### src/rtl/uart_rx_core.sv
// rtl/uart_rx_core.sv - UART receiver core, 8 data bits, LSB first, one stop bit
// Optional even-parity stage is compiled in with `define UART_RX_PARITY_EN.
module uart_rx_core #(
  parameter int CLK_FREQ = 50000000,
  parameter int BAUD     = 9600
) (
  input  logic       clk,
  input  logic       rst_n,
  input  logic       rs232_rx,
  output logic [7:0] rx_data,
  output logic       rx_int,
  output logic       frame_err,
  output logic       parity_err
);

  localparam int BPS_CNT  = CLK_FREQ / BAUD;
  localparam int BPS_HALF = BPS_CNT / 2;
  localparam int CW       = $clog2(BPS_CNT);

  localparam logic [CW-1:0] CNT_LAST   = CW'(BPS_CNT - 1);
  localparam logic [CW-1:0] CNT_SAMPLE = CW'(BPS_HALF);

  typedef enum logic [2:0] {
    IDLE,
    START,
    DATA,
    PARITY,
    STOP
  } state_t;

  state_t        state;
  logic          rx_s1;
  logic          rx_s2;
  logic          rx_d;
  logic [CW-1:0] cnt;
  logic [2:0]    bit_idx;
  logic [7:0]    shreg;
  logic          start_edge;
  logic          sample;

  assign start_edge = rx_d & ~rx_s2;
  assign sample     = (cnt == CNT_SAMPLE);

`ifdef UART_RX_PARITY_EN
  logic par_bit;
`else
  assign parity_err = 1'b0;
`endif

  always_ff @(posedge clk or negedge rst_n) begin
    if (!rst_n) begin
      state     <= IDLE;
      rx_s1     <= 1'b1;
      rx_s2     <= 1'b1;
      rx_d      <= 1'b1;
      cnt       <= '0;
      bit_idx   <= 3'd0;
      shreg     <= 8'h00;
      rx_data   <= 8'h00;
      rx_int    <= 1'b0;
      frame_err <= 1'b0;
`ifdef UART_RX_PARITY_EN
      par_bit    <= 1'b0;
      parity_err <= 1'b0;
`endif
    end else begin
      rx_s1     <= rs232_rx;
      rx_s2     <= rx_s1;
      rx_d      <= rx_s2;
      frame_err <= 1'b0;
`ifdef UART_RX_PARITY_EN
      parity_err <= 1'b0;
`endif

      // Counter is held at zero in IDLE so each frame times from its own start edge
      if (state == IDLE || cnt == CNT_LAST) begin
        cnt <= '0;
      end else begin
        cnt <= cnt + 1'b1;
      end

      case (state)
        IDLE: begin
          if (start_edge) state <= START;
        end
        START: begin
          if (sample) begin
            if (!rx_s2) begin
              rx_int  <= 1'b1;
              bit_idx <= 3'd0;
              state   <= DATA;
            end else begin
              state <= IDLE;
            end
          end
        end
        DATA: begin
          if (sample) begin
            shreg   <= {rx_s2, shreg[7:1]};
            bit_idx <= bit_idx + 3'd1;
            if (bit_idx == 3'd7) begin
`ifdef UART_RX_PARITY_EN
              state <= PARITY;
`else
              state <= STOP;
`endif
            end
          end
        end
`ifdef UART_RX_PARITY_EN
        PARITY: begin
          if (sample) begin
            par_bit <= rx_s2;
            state   <= STOP;
          end
        end
`endif
        STOP: begin
          // Leave at mid stop bit so a back-to-back start edge is caught in IDLE
          if (sample) begin
            rx_data   <= shreg;
            rx_int    <= 1'b0;
            frame_err <= ~rx_s2;
`ifdef UART_RX_PARITY_EN
            parity_err <= (^shreg) ^ par_bit;
`endif
            state     <= IDLE;
          end
        end
        default: state <= IDLE;
      endcase
    end
  end

endmodule

### config.mk
export PLATFORM = sky130hd
export DESIGN_NAME = uart_rx_core
export DESIGN_NICKNAME = d
export VERILOG_FILES = /design/src/rtl/uart_rx_core.sv
export SDC_FILE = /design/constraint.sdc
export NUM_CORES = 1
export LEC_CHECK = 0
export ABC_AREA = 1
export CORE_ASPECT_RATIO = 1.75
export CORE_UTILIZATION = 54
export DETAILED_ROUTE_END_ITERATION = 8
export MAX_ROUTING_LAYER = met4
export PLACE_DENSITY = 0.82
export SLEW_MARGIN = 5
export SYNTH_ARGS = -nofsm -noshare
export SYNTH_HDL_FRONTEND = slang
export SYNTH_SLANG_ARGS = --single-unit
### constraint.sdc
create_clock -name clk -period 1.8 [get_ports clk]
set_input_delay 0.45 -clock clk [delete_from_list [all_inputs] [get_ports clk]]
set_output_delay 0.45 -clock clk [all_outputs]
set_load 0.02 [all_outputs]
==> results of run 1 <==
==> report_power, final <==
part           switching [W]  internal (W)  total (W)
Combinational       0.000346      0.000167   0.000513
Sequential         0.0000825      0.000968    0.00105
Clock               0.000309      0.000310   0.000619
Total               0.000737       0.00145    0.00218
==> kinds of logic after synthesis <==
family	after synthesis
AND/OR/NAND/NOR	167
XOR/XNOR	5
other	1
AO/OA/AOI/OAI	7
buffers and inverters	28
flip-flops	40
adder cells (fa/ha/maj)	4
==> flip-flops by register name (all words and copies together), names as in the netlist <==
register	cells
rx_d	1
rx_int	1
cnt	13
frame_err	1
bit_idx	3
rx_s1	1
state	3
shreg	8
rx_data	8
rx_s2	1
==> final cells by class <==
type / count / area share
Clock buffer: 6 / 0.0367
Sequential cell: 40 / 0.447
Inverter: 26 / 0.0434
Tap cell: 45 / 0.0250
Multi-Input combinational cell: 184 / 0.378
Clock inverter: 2 / 0.00667
Timing Repair Buffer: 14 / 0.0634
==> through the flow <==
stage          total power [W]  hold WS, ns  area (µm²)
2_1_floorplan          0.00144        0.154        1970
3_3_place_gp           0.00158        0.347        2150
3_5_place_dp           0.00158        0.351        2150
5_1_grt                0.00233        0.114        2250
4_1_cts                0.00221        0.100        2250
6_report               0.00218       0.0978        2250
==> how the worst max path moves through the flow <==
stage          slack (ns)  startpoint          to  depth (start not counted)
6_report             0.08  rx_data[6]  rx_data[6]                          1
5_1_grt              0.03   frame_err   frame_err                          1
4_1_cts              0.07  rx_data[6]  rx_data[6]                          1
3_5_place_dp         0.25      cnt[0]    shreg[7]                          8
3_3_place_gp         0.29      cnt[0]    shreg[0]                          8
2_1_floorplan        0.46      cnt[0]  bit_idx[0]                          8
==> routing by layer <==
metal	global-route usage	part of all wire	wire length (µm)
met4	0.133	0.045	171
met2	0.426	0.54	2070
met5	-	0	0
met1	0.220	0.39	1490
met3	0.0396	0.028	108
==> placed cells by master, fill, tap and decap left out <==
| cell | Yosys | final |
|---|---|---|
| nor2_1 | 37 | 37 |
| ha_1 | 4 | 4 |
| clkbuf_8 | 0 | 6 |
| nand2_2 | 1 | 1 |
| nand3_1 | 15 | 15 |
| buf_12 | 0 | 1 |
| buf_4 | 1 | 1 |
| dfstp_2 | 3 | 3 |
| inv_1 | 26 | 26 |
| nor2_4 | 3 | 3 |
| a21oi_1 | 1 | 1 |
| clkinvlp_4 | 0 | 2 |
| nor3_1 | 4 | 4 |
| and2_1 | 1 | 1 |
| clkdlybuf4s50_1 | 0 | 11 |
| nand4_1 | 4 | 4 |
| dfrtp_1 | 37 | 37 |
| xor2_1 | 5 | 5 |
| buf_2 | 1 | 1 |
| o21ai_0 | 6 | 6 |
| nor3b_1 | 1 | 1 |
| nand2_1 | 98 | 98 |
| nand3_4 | 1 | 1 |
| conb_1 | 1 | 1 |
| nand3_2 | 2 | 2 |
==> results.cfg, run 1 <==
[sta]
drv_slew = 0
finalHoldViolCount = 0
rsz0062_at_grt = false
setup_viol = 0
finalSetupTns_ns = 0
fin_skew_ns = 0.00665
setup_ws_ns = 0.0789
final.period_utilization = 0.956
max_freq_mhz = 581
min_period_ns = 1.72

[synthesis]
synthAdderAreaFrac = 0.0255
synthXorXnorAreaFrac = 0.0223
synthCells = 252
muxShareOfSynthArea = 0
ys_warn_count = 0
async_flop_share = 1.00
synth-simple-area-share = 0.365
synth_top_family_by_area = simple AND/OR/NAND/NOR gates
syn_nets = 259
synth_area_mm2 = 0.00197
synth_compound_area_frac = 0.0178
yosys-top-cells-area = dfrtp_1 (47%), nand2_1 (19%), nor2_1 (7.1%), inv_1 (5.0%), dfstp_2 (4.0%)
synth.most_common_cell = nand2_1
synth_cell_type_count = 21
synth.yosys.seq_area_share = 0.511
netlist.area_leader.share = 0.471
avgSynthCellArea_um2 = 7.80
ys.flop_type = dfrtp_1
yosys-top-cells-count = nand2_1 (98), dfrtp_1 (37), nor2_1 (37)
ys_ff_latch = 40
netlist.top_cell.by_area = dfrtp_1
synth_edf_count = 0

[job]
cap_violations = 0

[grt]
grt_pass1_wl_um = 6340
grt_max_degree = 24
grt_pass1_vias = 1542
grt-ovfl-total = 0
antenna_found_initial = 0
groute.usage.overall = 0.237

[pwr]
pwr_density_cell_mw_per_mm2 = 970
power.leakage_nw = 1.11
vdd_drop_max_uv = 701

[placed_design]
portBuffers = 12
place_inst = 309
hpwlAfterDp_um = 2940
preCtsSetupSlack_ns = 0.254
place.gp.congestion = 1.01

[clocking]
cts_buffer_depth = 2
cts_hold_buf = 0
htree_levels = 2
cts_buffers = 5
cts_tree = done
cts-resized-gates = 0
clock_tree.root_cell = clkbuf_8
cts.sinks = 40
postCtsSetupBuffers = 0
worst_skew_pair.late_latency_ns = 0.29
path_clk_slew_ns = 0.08

[layout]
area_delta_synth_final_pct = 14.4
final-seq-area_mm2 = 0.00100
n_antenna_cell = 0
fin_nets = 278
drive_gt1_frac = 0.0772
fillers = 320
multi_input_area_um2 = 851
final_core_util = 0.655
instances_no_fill = 317

[worst_setup_path]
worstPathMaxFanout = 2
worstSetupStartpointType = flip-flop
critPathSlowestCell = clkdlybuf4s50_1
path_delay_family = buffers and inverters
end_kind = output port
r2r-start = cnt[0]
critPathArrivalTime_ns = 1.27
cp_cell_sequence = clkdlybuf4s50_1
r2r_end = shreg[7]
cpPeakStageDelay_ns = 0.61
required_ns = 1.35
path_buf_inv = 1
reg2reg_setup_slack_ns = 0.25
setup.worst_path.class = reg -> out
reg2reg_depth = 8

[routing]
drt_iter0_drc = 22
wirelength_um = 3830
viasPerCell = 5.10
vias = 1618
dr.pass1.iters = 4
drc_errors = 0
post_drt_wl_per_cell_um = 12.1
ant_nets = 0

[die]
die_y_um = 81.8
core_mm2 = 0.00343
fp.dieArea_mm2 = 0.00389
ios = 14
rows = 28
die_w_um = 47.6
start_util = 0.573

[status]
status = complete, no violations

[hold_path]
hold_class = in -> async
Power figures use the tool's default switching activity.
==> run 2: changes to the inputs <==
--- a/config.mk
+++ b/config.mk
@@ -11,6 +11,7 @@
 export DETAILED_ROUTE_END_ITERATION = 8
 export MAX_ROUTING_LAYER = met4
 export PLACE_DENSITY = 0.82
+export REMOVE_ABC_BUFFERS = 1
 export SLEW_MARGIN = 5
 export SYNTH_ARGS = -nofsm -noshare
 export SYNTH_HDL_FRONTEND = slang
==> run 2 against run 1 <==
Critical path depth did not move; sequential cell count unchanged; critical path type unchanged; clock power down 1%; maximum frequency grew 0.19%; critical endpoint is now frame_err; utilization is 0.47 points lower; register-to-register slack lost 0.02 ns.
==> results.cfg, run 2 (same netlist as run 1, synthesis figures left out) <==
[grt]
grt_max_degree = 41
antenna_found_initial = 0
grt_pass1_vias = 1614
grt_pass1_wl_um = 6890
grt-ovfl-total = 0
grt_util_met1 = 0.272
grt-busiest-layer = met2
groute.usage.overall = 0.263
use_met3 = 0.0505
grtUsageMet2 = 0.442

[clocking]
worst_skew_pair.late_latency_ns = 0.29
cts-resized-gates = 0
cts_buffer_depth = 2
htree_levels = 2
cts.sinks = 40
cts_hold_buf = 0
cts_buffers = 5
cts_tree = done
clock_tree.root_cell = clkbuf_8
postCtsSetupBuffers = 0
path_clk_slew_ns = 0.08

[layout]
top_register = cnt
n_antenna_cell = 0
largestRegisters = cnt: 13 flops, rx_data: 8 flops, shreg: 8 flops
area_delta_synth_final_pct = 13.6
final_cell_mix = nand2_1 (98), nor2_1 (37), dfrtp_1 (37), inv_1 (26), nand3_1 (15)
final_common_cell = nand2_1
fin_nets = 278
largest_reg_flops = 13
drive_gt1_frac = 0.0735
fillers = 323

[placed_design]
preCtsSetupSlack_ns = 0.248
portBuffers = 12
hpwlAfterDp_um = 3010
place.gp.congestion = 1.05

[routing]
drc_errors = 0
viasPerCell = 5.07
ant_nets = 0
vias = 1606
post_drt_wl_per_cell_um = 12.7
dr.pass1.iters = 4
wirelength_um = 4020
drt_iter0_drc = 40

[worst_setup_path]
path_delay_family = buffers and inverters
worstPathMaxFanout = 1
path_buf_inv = 1
critPathArrivalTime_ns = 1.27
setup.worst_path.class = reg -> out
worstSetupStartpointType = flip-flop
end_kind = output port
critPathSlowestCell = clkdlybuf4s50_1
cp_cell_sequence = clkdlybuf4s50_1
required_ns = 1.35
cpPeakStageDelay_ns = 0.61

[sta]
min_period_ns = 1.72
setup_viol = 0
drv_slew = 0
worst_pin_slew_ns = 0.502
slew_headroom = 0.665
max_freq_mhz = 582
finalHoldViolCount = 0
fin_skew_ns = 0.00722
finalSetupTns_ns = 0
setup_ws_ns = 0.0822
rsz0062_at_grt = false
final.period_utilization = 0.954

[die]
die_y_um = 81.8
die_w_um = 47.6
ios = 14
core_mm2 = 0.00343
start_util = 0.573
rows = 28
fp.dieArea_mm2 = 0.00389

[pwr]
vdd_drop_max_uv = 821
pwr_density_cell_mw_per_mm2 = 980
power.leakage_nw = 1.11

[status]
status = complete, no violations

[job]
cap_violations = 0

[hold_path]
hold_class = in -> async
[run 2: path summary, 6_finish.rpt]
| path | startpoint | end | slack (ns) | cells past startpoint |
|---|---|---|---|---|
| worst min-delay path | rst_n | cnt[9] | 0.21 | 2 |
| max in group asynchronous | rst_n | rx_d | 1.22 | 2 |
| worst max-delay path | frame_err | frame_err | 0.08 | 1 |
| min in group clk | rx_s1 | rx_s2 | 0.36 | 0 |
| worst max register to register | cnt[0] | bit_idx[1] | 0.23 | 8 |
| worst min register to register | rx_s1 | rx_s2 | 0.36 | 0 |
[run 2: area by class of cell]
type | instances | area [µm²] | share of cell area
clock buffers | 7 | 86.3 | 0.0387
clock inverters | 1 | 7.51 | 0.00336
inverters | 26 | 97.6 | 0.0437
multi-input cells | 184 | 851 | 0.381
flip-flops and latches | 40 | 1000 | 0.450
well taps | 45 | 56.3 | 0.0252
repair buffers | 14 | 130 | 0.0583
[run 2: through the flow]
step / instances / utilization / power [W] / instance area [µm²] / hold WS [ns]
after detailed placement: 309 / 0.623 / 0.00160 / 2140 / 0.353
after floorplan: 250 / - / 0.00142 / 1950 / 0.154
after global placement: 309 / 0.623 / 0.00157 / 2140 / 0.346
final: 317 / 0.651 / 0.00219 / 2230 / 0.209
after CTS: 317 / 0.651 / 0.00221 / 2230 / 0.219
after global routing: 317 / 0.651 / 0.00233 / 2230 / 0.247
[run 2: routing by layer]
metal / vias up / routed length, µm
met3: 15 / 108
met2: 30 / 2160
met4: 0 / 167
li1: 810 / -
met5: - / 0
met1: 751 / 1580
[run 2: where the power goes]
group | switching, W | leakage, nW | internal [W] | total [W]
sequential | 0.0000835 | 0.542 | 0.000968 | 0.00105
clock | 0.000299 | 0.0445 | 0.000311 | 0.000611
combinational | 0.000361 | 0.519 | 0.000165 | 0.000527
total | 0.000744 | 1.11 | 0.00144 | 0.00219
==> run 3: changes to the inputs <==
--- a/config.mk
+++ b/config.mk
@@ -5,12 +5,11 @@
 export SDC_FILE = /design/constraint.sdc
 export NUM_CORES = 1
 export LEC_CHECK = 0
-export ABC_AREA = 1
 export CORE_ASPECT_RATIO = 1.75
 export CORE_UTILIZATION = 54
 export DETAILED_ROUTE_END_ITERATION = 8
 export MAX_ROUTING_LAYER = met4
-export PLACE_DENSITY = 0.82
+export PLACE_DENSITY = 0.85
 export REMOVE_ABC_BUFFERS = 1
 export SLEW_MARGIN = 5
 export SYNTH_ARGS = -nofsm -noshare
==> run 3 against run 2 <==
The run now ends with negative setup slack left; wire length shrank 2.8%; non-clock buffer count rose by 16; die area fell by 7.7%; via count decreased by 19%; worst hold slack lost 0.10 ns; global-route usage down 2.0 points; utilization up 6.3 points.
==> results.cfg, run 3 <==
[status]
status = finished, violations left
violations = negative setup slack

[synthesis]
ys.flop_type = dfrtp_1
synth.most_common_cell = dfrtp_1
ys_warn_count = 0
synth.yosys.seq_area_share = 0.555
netlist.top_cell.by_area = dfrtp_1
yosys-top-cells-area = dfrtp_1 (51%), mux2_2 (8.1%), dfstp_2 (4.4%), nor2_1 (4.1%), xnor2_1 (3.9%)
netlist.area_leader.share = 0.512
synth_cell_type_count = 39
synthCells = 155
synth_area_mm2 = 0.00181
yosys-top-cells-count = dfrtp_1 (37), nor2_1 (20), mux2_2 (13)
synth_edf_count = 0
avgSynthCellArea_um2 = 11.7
async_flop_share = 1.00
ys_ff_latch = 40

[placed_design]
portBuffers = 12
place.gp.congestion = 0.959
preCtsSetupSlack_ns = -0.0835
hpwlAfterDp_um = 2680
place_inst = 220

[routing]
drc_errors = 0
viasPerCell = 5.67
highest_layer = met4
ant_nets = 0
wl_met1_um = 1430
post_drt_wl_per_cell_um = 17.0
wl_met3_um = 95
met2_length_um = 2260
wirelength_um = 3900
drt_iter0_drc = 73
dr.pass1.iters = 4
vias = 1299

[layout]
top_register = cnt
final_common_cell = dfrtp_1
n_antenna_cell = 0
largestRegisters = cnt: 13 flops, rx_data: 8 flops, shreg: 8 flops
fillers = 233
final-seq-area_mm2 = 0.00100
drive_gt1_frac = 0.285
largest_reg_flops = 13
instances_no_fill = 229
fin_nets = 193
final_cell_mix = dfrtp_1 (37), nor2_1 (20), buf_4 (16), mux2_2 (11), clkdlybuf4s50_1 (11)
area_delta_synth_final_pct = 25.2
multi_input_area_um2 = 817

[job]
cap_violations = 0

[sta]
finalSetupTns_ns = -1.45
max_freq_mhz = 527
whs_ns = 0.105
final.period_utilization = 1.05
finalHoldViolCount = 0
setup_ws_ns = -0.0975
drv_slew = 0
setup_viol = 20
min_period_ns = 1.90
fin_skew_ns = 0.00296
rsz0062_at_grt = true

[worst_setup_path]
cp-startpoint = cnt[7]
worstSetupStartpointType = flip-flop
setup.worst_path.class = reg -> reg
end_kind = flip-flop
r2r-start = cnt[7]
worstPathMaxFanout = 8
critPathArrivalTime_ns = 2.07
required_ns = 1.97

[die]
die_w_um = 45.8
start_util = 0.570
ios = 14
die_y_um = 78.6
rows = 27
core_mm2 = 0.00318
fp.dieArea_mm2 = 0.00359

[grt]
grt_max_degree = 22
antenna_found_initial = 0
grt-ovfl-total = 0
groute.usage.overall = 0.243
grt_pass1_wl_um = 6070
grt_pass1_vias = 1356

[clocking]
cts_buffers = 5
cts.sinks = 40
cts_buffer_depth = 2
cts_tree = done
worst_skew_pair.late_latency_ns = 0.29
htree_levels = 2
clock_tree.root_cell = clkbuf_8
path_clk_slew_ns = 0.07
cts_hold_buf = 0

[pwr]
vdd_drop_max_uv = 680
power.leakage_nw = 1.02
p_total_w = 0.00203
pwr_density_cell_mw_per_mm2 = 899

[hold_path]
hold_class = in -> async
## run 3: cell count changes after synthesis, moves of 4 or more
cell      before  now
inv_1         26    7
nand3_1       15    8
mux2_2         0   13
xnor2_1        0    8
nand2_1       98    7
nor2_1        37   20
o21ai_0        6    1
clkbuf_1       0    4
nor4_1         0    4
mux2_1         0    4
## run 3: cell families after synthesis
family | Yosys count | share of synthesized area
fa+ha+maj | 4 | 0.0277
buf+inv | 13 | 0.0297
compound gates | 10 | 0.0436
simple gates | 60 | 0.187
flops | 40 | 0.555
xor+xnor | 10 | 0.0484
other cells | 1 | 0.00207
mux | 17 | 0.106
## run 3: timing repair
action | CTS | global route
endpoints found under the setup margin | 21 | 31
pin swaps | 2 | 7
gates resized for setup | 2 | 12
setup buffers | 0 | 2
## run 3: per-layer routing
metal	vias to the layer above	GRT usage
met2	35	0.417
met5	-	-
met3	12	0.0437
li1	602	-
met4	0	0.138
met1	650	0.243
## run 3: metrics by stage
| stage | util | instance area (µm²) |
|---|---|---|
| CTS | 0.690 | 2190 |
| finish | 0.713 | 2260 |
| detailed placement | 0.656 | 2080 |
| global placement | 0.656 | 2080 |
| global route | 0.713 | 2260 |
| floorplan | - | 1780 |
## run 3: power breakdown
group / internal [W] / total [W] / leakage (nW) / switching (W)
Clock: 0.000341 / 0.000624 / 0.0503 / 0.000283
Combinational: 0.000177 / 0.000377 / 0.434 / 0.000200
Sequential: 0.000961 / 0.00103 / 0.538 / 0.0000730
Total: 0.00148 / 0.00203 / 1.02 / 0.000556
## run 3: worst paths after layout
check                        endpoint  cells after the start  slack [ns]
setup / recovery           rx_data[4]                      5        -0.1
hold / removal             rx_data[5]                      1        0.11
setup reg to reg           rx_data[4]                      5        -0.1
hold reg to reg                 rx_s2                      0        0.35
max in group asynchronous       rx_s1                      2        1.14
min in group clk                rx_s2                      0        0.35
## run 3: cell type report
type	instances	share of cell area
clock buffer	7	0.0425
tap	43	0.0238
sequential	40	0.444
multi-input combinational	102	0.361
inverter	7	0.0116
timing repair buffer	30	0.118
## run 3: critical path, cell delays in order, from the launching register on
cell	delay [ns]
dfrtp_1	0.39
or4b_4	0.56
nor4_4	0.15
buf_4	0.18
nand3_4	0.15
mux2_1	0.36
